**src/rtl/uart_fifo_bridge_if.sv**
```systemverilog
// Bus bundle between the CPU side, the UART core and the bridge.
// The bridge takes the slave view; the surrounding logic takes the master view.
interface uart_fifo_bridge_if;
    logic       cpu_wr;
    logic [7:0] cpu_wdata;
    logic       cpu_rd;
    logic [7:0] cpu_rdata;
    logic       rx_avail;
    logic       tx_ready;
    logic       rx_overrun;
    logic       ovr_clr;
    logic       u_valid;
    logic [7:0] u_rx_data;
    logic       u_rd;
    logic       u_busy;
    logic       u_wr;
    logic [7:0] u_tx_data;

    modport slave (
        input  cpu_wr,
        input  cpu_wdata,
        input  cpu_rd,
        input  ovr_clr,
        input  u_valid,
        input  u_rx_data,
        input  u_busy,
        output cpu_rdata,
        output rx_avail,
        output tx_ready,
        output rx_overrun,
        output u_rd,
        output u_wr,
        output u_tx_data
    );

    modport master (
        output cpu_wr,
        output cpu_wdata,
        output cpu_rd,
        output ovr_clr,
        output u_valid,
        output u_rx_data,
        output u_busy,
        input  cpu_rdata,
        input  rx_avail,
        input  tx_ready,
        input  rx_overrun,
        input  u_rd,
        input  u_wr,
        input  u_tx_data
    );
endinterface

```
**src/rtl/uart_fifo_bridge.sv**
```systemverilog
// Byte bridge between a CPU register port and a UART core:
// RX and TX circular FIFOs plus a three-state TX strobe sequencer.
module uart_fifo_bridge #(
    parameter int DEPTH_LOG2 = 4
) (
    input  logic                clk,
    input  logic                reset,
    uart_fifo_bridge_if.slave   bus
);

    localparam int DEPTH = 1 << DEPTH_LOG2;

    localparam logic [1:0] T_IDLE   = 2'd0;
    localparam logic [1:0] T_STROBE = 2'd1;
    localparam logic [1:0] T_WAIT   = 2'd2;

    typedef logic [DEPTH_LOG2:0] ptr_t;

    logic [7:0] rx_mem [DEPTH];
    logic [7:0] tx_mem [DEPTH];

    ptr_t rx_wp;
    ptr_t rx_rp;
    ptr_t tx_wp;
    ptr_t tx_rp;

    logic       rx_empty;
    logic       rx_full;
    logic       tx_empty;
    logic       tx_full;
    logic       rx_push;
    logic       rx_pop;
    logic       rx_drop;
    logic       tx_push;
    logic       tx_pop;
    logic       u_rd;
    logic       rx_avail;
    logic       overrun_q;
    logic       u_wr_q;
    logic [7:0] u_tx_data_q;
    logic [1:0] state;

    // Full when pointers share the index bits but differ in the wrap bit.
    assign rx_empty = (rx_wp == rx_rp);
    assign rx_full  = (rx_wp[DEPTH_LOG2] != rx_rp[DEPTH_LOG2]) &&
                      (rx_wp[DEPTH_LOG2-1:0] == rx_rp[DEPTH_LOG2-1:0]);
    assign tx_empty = (tx_wp == tx_rp);
    assign tx_full  = (tx_wp[DEPTH_LOG2] != tx_rp[DEPTH_LOG2]) &&
                      (tx_wp[DEPTH_LOG2-1:0] == tx_rp[DEPTH_LOG2-1:0]);

    assign u_rd    = bus.u_valid & ~reset;
    assign rx_push = u_rd & ~rx_full;
    assign rx_drop = u_rd & rx_full;
    assign rx_pop  = bus.cpu_rd & ~rx_empty & ~reset;

    assign tx_push = bus.cpu_wr & ~tx_full & ~reset;
    assign tx_pop  = (state == T_IDLE) & ~tx_empty & ~bus.u_busy & ~reset;

    assign rx_avail = ~rx_empty & ~reset;

    assign bus.u_rd       = u_rd;
    assign bus.rx_avail   = rx_avail;
    assign bus.cpu_rdata  = rx_avail ? rx_mem[rx_rp[DEPTH_LOG2-1:0]] : 8'h00;
    assign bus.tx_ready   = reset | ~tx_full;
    assign bus.rx_overrun = overrun_q;
    assign bus.u_wr       = u_wr_q;
    assign bus.u_tx_data  = u_tx_data_q;

    always_ff @(posedge clk) begin
        if (rx_push) begin
            rx_mem[rx_wp[DEPTH_LOG2-1:0]] <= bus.u_rx_data;
        end
        if (tx_push) begin
            tx_mem[tx_wp[DEPTH_LOG2-1:0]] <= bus.cpu_wdata;
        end
    end

    always_ff @(posedge clk) begin
        if (reset) begin
            rx_wp <= '0;
            rx_rp <= '0;
            tx_wp <= '0;
            tx_rp <= '0;
        end else begin
            if (rx_push) rx_wp <= rx_wp + ptr_t'(1);
            if (rx_pop)  rx_rp <= rx_rp + ptr_t'(1);
            if (tx_push) tx_wp <= tx_wp + ptr_t'(1);
            if (tx_pop)  tx_rp <= tx_rp + ptr_t'(1);
        end
    end

    // A drop wins over a same-cycle clear so no lost byte goes unreported.
    always_ff @(posedge clk) begin
        if (reset) begin
            overrun_q <= 1'b0;
        end else if (rx_drop) begin
            overrun_q <= 1'b1;
        end else if (bus.ovr_clr) begin
            overrun_q <= 1'b0;
        end
    end

    always_ff @(posedge clk) begin
        if (reset) begin
            state       <= T_IDLE;
            u_wr_q      <= 1'b0;
            u_tx_data_q <= 8'h00;
        end else begin
            u_wr_q <= tx_pop;
            if (tx_pop) begin
                u_tx_data_q <= tx_mem[tx_rp[DEPTH_LOG2-1:0]];
            end
            case (state)
                T_IDLE: begin
                    if (tx_pop) state <= T_STROBE;
                end
                T_STROBE: begin
                    state <= T_WAIT;
                end
                T_WAIT: begin
                    if (!bus.u_busy) state <= T_IDLE;
                end
                default: begin
                    state <= T_IDLE;
                end
            endcase
        end
    end

endmodule

```
**src/flat_wrapper.sv**
```systemverilog
// flat-port wrapper written by rule: the top's interface ports become plain ports
module uart_fifo_bridge_flat 
#(
    parameter int DEPTH_LOG2 = 4
)
  (clk, reset, bus_cpu_wr, bus_cpu_wdata, bus_cpu_rd, bus_ovr_clr, bus_u_valid, bus_u_rx_data, bus_u_busy, bus_cpu_rdata, bus_rx_avail, bus_tx_ready, bus_rx_overrun, bus_u_rd, bus_u_wr, bus_u_tx_data);
  uart_fifo_bridge_if bus_i ();
  input  logic clk;
  input  logic reset;
  input wire logic [$bits(bus_i.cpu_wr)-1:0] bus_cpu_wr;
  input wire logic [$bits(bus_i.cpu_wdata)-1:0] bus_cpu_wdata;
  input wire logic [$bits(bus_i.cpu_rd)-1:0] bus_cpu_rd;
  input wire logic [$bits(bus_i.ovr_clr)-1:0] bus_ovr_clr;
  input wire logic [$bits(bus_i.u_valid)-1:0] bus_u_valid;
  input wire logic [$bits(bus_i.u_rx_data)-1:0] bus_u_rx_data;
  input wire logic [$bits(bus_i.u_busy)-1:0] bus_u_busy;
  output wire logic [$bits(bus_i.cpu_rdata)-1:0] bus_cpu_rdata;
  output wire logic [$bits(bus_i.rx_avail)-1:0] bus_rx_avail;
  output wire logic [$bits(bus_i.tx_ready)-1:0] bus_tx_ready;
  output wire logic [$bits(bus_i.rx_overrun)-1:0] bus_rx_overrun;
  output wire logic [$bits(bus_i.u_rd)-1:0] bus_u_rd;
  output wire logic [$bits(bus_i.u_wr)-1:0] bus_u_wr;
  output wire logic [$bits(bus_i.u_tx_data)-1:0] bus_u_tx_data;
  assign bus_i.cpu_wr = bus_cpu_wr;
  assign bus_i.cpu_wdata = bus_cpu_wdata;
  assign bus_i.cpu_rd = bus_cpu_rd;
  assign bus_i.ovr_clr = bus_ovr_clr;
  assign bus_i.u_valid = bus_u_valid;
  assign bus_i.u_rx_data = bus_u_rx_data;
  assign bus_i.u_busy = bus_u_busy;
  assign bus_cpu_rdata = bus_i.cpu_rdata;
  assign bus_rx_avail = bus_i.rx_avail;
  assign bus_tx_ready = bus_i.tx_ready;
  assign bus_rx_overrun = bus_i.rx_overrun;
  assign bus_u_rd = bus_i.u_rd;
  assign bus_u_wr = bus_i.u_wr;
  assign bus_u_tx_data = bus_i.u_tx_data;
  uart_fifo_bridge #(.DEPTH_LOG2(DEPTH_LOG2)) u_core (.clk(clk), .reset(reset), .bus(bus_i));
endmodule
```
**config.mk**
```make
export PLATFORM = sky130hd
export DESIGN_NAME = uart_fifo_bridge_flat
export DESIGN_NICKNAME = d
export VERILOG_FILES = /design/src/rtl/uart_fifo_bridge_if.sv /design/src/rtl/uart_fifo_bridge.sv /design/src/flat_wrapper.sv
export SDC_FILE = /design/constraint.sdc
export NUM_CORES = 1
export LEC_CHECK = 0
export ABC_AREA = 0
export CAP_MARGIN = 25
export CORE_AREA = 5 5 151 210
export CTS_BUF_LIST = sky130_fd_sc_hd__clkbuf_8
export CTS_CLUSTER_SIZE = 30
export DETAILED_ROUTE_END_ITERATION = 6
export DIE_AREA = 0 0 156 215
export PLACE_DENSITY = 0.61
export SYNTH_ARGS = -nofsm -noshare
export SYNTH_HDL_FRONTEND = slang
export SYNTH_SLANG_ARGS = --single-unit
```
**constraint.sdc**
```tcl
create_clock -name clk -period 3 [get_ports clk]
set_clock_uncertainty 0.05 [all_clocks]
set_input_delay 0.3 -clock clk [delete_from_list [all_inputs] [get_ports clk]]
set_output_delay 0.3 -clock clk [all_outputs]
set_load 0.02 [all_outputs]
```
==> flow_summary.yaml <==
outcome:
  outcome: "finished, final reports clean"
critical_path:
  arrival_ns: 2.55
  path_class: "reg -> out"
  crit_required_ns: 2.65
  max_stage_delay_ns: 0.68
  cp-end-kind: "output port"
  path_cells: "xor2_1 > nor4_2 > a21o_2 > inv_1 > clkdlybuf4s50_1"
  cp_max_fo: 10
  critPathSlowestCell: "clkdlybuf4s50_1"
  cp-start-kind: "register"
final_layout:
  final_common_cell: "edfxtp_1"
  fin_nets: 765
  fillers: 2531
  final_cells: 1153
  area_growth_syn_to_layout_pct: 19.0
  layout-drive-gt1-share: 0.267
  diodes: 0
  final_cell_mix: "edfxtp_1, clkbuf_8, mux4_2, buf_4, nor2_1"
synthesis:
  synth_area_um2: 11600
  netlist_instances: 624
  yosys_warnings: 0
  synth_xor_area_frac: 0.0136
  synth_nets: 657
  synth_top_family_by_area: "multiplexers"
  synthSimpleGateAreaFrac: 0.0556
  synth.distinct_cells: 41
  synth-seq-cells: 292
  synth_area_per_cell_um2: 18.6
  seq_area_frac_synth: 0.724
  synth_adder_area_share: 0.0108
  synth_compound_area_frac: 0.0262
  synth_mux_area_frac: 0.151
route:
  drc_errors: 0
  wire_per_inst_um: 21.5
  routed_wl_um: 24800
  firstDrtPassIters: 5
  avgViaCountPerCell: 5.20
  drtIter0Drc: 301
  antenna_left: 0
  via_count: 6001
global_route:
  grt_max_degree: 50
  grt_usage: 0.149
  antenna_found_initial: 0
  grt_pass1_vias: 6514
  grt_pass1_wl_um: 38000
  overflow: 0
timing:
  grt_setup_unrepaired: "yes"
  relSlewSlack: 0.486
  setup_violations: 0
  finalCriticalPeriod_ns: 2.90
  final_max_slew_viol_count: 0
  period_share: 0.967
  fin_ws_ns: 0.0991
  fin_tns_setup_ns: 0
  hold_viol_final: 0
  tightest_slew_ns: 0.769
  max_freq_mhz: 345
clock_network:
  cts.clk_slew.worst_paths_ns: 0.06
  cts_tree: "built"
  cts.path.max_buffers: 3
  root_buffer: "clkbuf_8"
  clk_latency_ns: 0.55
  cts_made_buffers: 45
  htreeDepth: 2
  cts.sinks: 292
floorplan:
  fp-row-count: 75
  die_w_um: 156
  die_h_um: 215
  core_um2: 29700
  ioPinCount: 44
  dieArea_um2: 33500
  initial_utilization: 0.391
place:
  port_buffers: 43
  dp_hpwl_um: 16000
  place_congestion: 0.746
  dp_cells: 1065
  pre_cts_ws_ns: 0.181
power:
  vdd_drop_max_v: 0.000493
  leakagePower_nw: 4.57
  powerDensity_nw_per_um2: 643
run:
  drv_cap: 0
min_path:
  hold_class: "in -> reg"
through the flow:
step           total power (W)  hold slack (ns)  area, um2   util
2_1_floorplan          0.00501            0.349      11600      -
3_5_place_dp           0.00525            0.436      12700  0.428
4_1_cts                0.00901            0.292      13900  0.466
3_3_place_gp           0.00523            0.437      12700  0.428
5_1_grt                0.00924            0.303      13800  0.465
6_report               0.00890            0.329      13800  0.465
sequential cells by signal (all words and copies together) (netlist names), named ones only:
register and flops:
u_core.bus.u_tx_data 8, u_core.bus.u_wr 1, u_core.tx_wp 5, u_core.tx_mem 128
u_core.rx_wp 5, u_core.rx_mem 128, u_core.rx_rp 5, u_core.state 2
u_core.tx_rp 5, u_core.bus.rx_overrun 1
report_power, final:
part	internal, W	total [W]	switching, W
clock	0.00218	0.00369	0.00151
combinational	0.000356	0.000700	0.000345
sequential	0.00447	0.00451	0.0000408
total	0.00701	0.00890	0.00189
worst paths after layout:
path	startpoint	endpoint	slack, ns	depth (start not counted)
worst max-delay path	u_core.rx_wp[0]$_SDFFE_PP0P_	bus_rx_avail	0.1	5
worst min-delay path	bus_ovr_clr	u_core.bus.rx_overrun$_SDFFE_PP0P_	0.33	4
worst max register to register	u_core.rx_wp[0]$_SDFFE_PP0P_	u_core.rx_mem[0][6]$_DFFE_PP_	0.72	7
worst min register to register	u_core.bus.u_tx_data[6]$_SDFFE_PP0P_	u_core.bus.u_tx_data[6]$_SDFFE_PP0P_	0.44	2
cell type report:
cell class	instances	area, um2	area share
Sequential cell	292	8420	0.608
Multi-Input combinational cell	290	2980	0.216
Tap cell	385	482	0.0348
Clock buffer	58	798	0.0577
Timing Repair Buffer	94	872	0.0630
Clock inverter	25	248	0.0179
Inverter	9	33.8	0.00244
timing repair:
| action | in CTS | in global routing |
|---|---|---|
| setup buffers | 3 | 0 |
| cloned | 2 | 0 |
| resized for setup | 24 | 10 |
| hold endpoints to repair | 0 | 0 |
| hold buffers | 0 | 0 |
| setup endpoints to repair | 9 | 8 |
Yosys cell counts (all sizes together):
cell type	count	area share
edfxtp	256	0.66
mux4	64	0.13
nor2	42	0.014
dfxtp	36	0.062
nor3	24	0.010
buf	20	0.013
mux2	19	0.018
a211oi	16	0.010
nand2	16	0.0052
clkbuf	13	0.0042
nor2b	13	0.0070
ha	10	0.011
xnor2	10	0.0075
inv	9	0.0029
nand2b	9	0.0048
and2	8	0.0043
o22ai	8	0.0043
xor2	8	0.0060
o21ai	7	0.0030
a21oi	5	0.0022
mux2i	5	0.0043
nand3b	4	0.0026
nand4	4	0.0022
o31ai	4	0.0026
nand3	2	0.00086
nor4	2	0.0016
or3	2	0.0011
or4	2	0.0013
a21boi	1	0.00097
a21o	1	0.00075
a32oi	1	0.00075
and4	1	0.00075
o211ai	1	0.00065
o21a	1	0.00065
kinds of logic (layout without fill, tap and decap cells):
logic type      count (synthesis)  count (layout)
fa+ha+maj                      10              10
simple gates                  129             129
xor+xnor                       18              18
flops                         292             292
buf+inv                        42             186
mux                            88              88
compound gates                 45              45
layer usage:
metal  up-vias  global-route usage  wire length, um  part of all wire
met4         0              0.0450              491             0.020
met1      3083               0.163             8910              0.36
met5         -                   0                0                 0
met3        46              0.0284             1040             0.042
met2       155               0.287            14300              0.58
li1       2717                   -                -                 -
critical path: cells and delay by family, from the launching register on:
family	cells	cell delay, ns
DFF	1	0.47
AOI/OAI and AO/OA	1	0.27
and+or+nand+nor	1	0.08
xor gates and xnor gates	1	0.20
buffers and inverters	2	0.99
(Power assumes the default switching activity.)
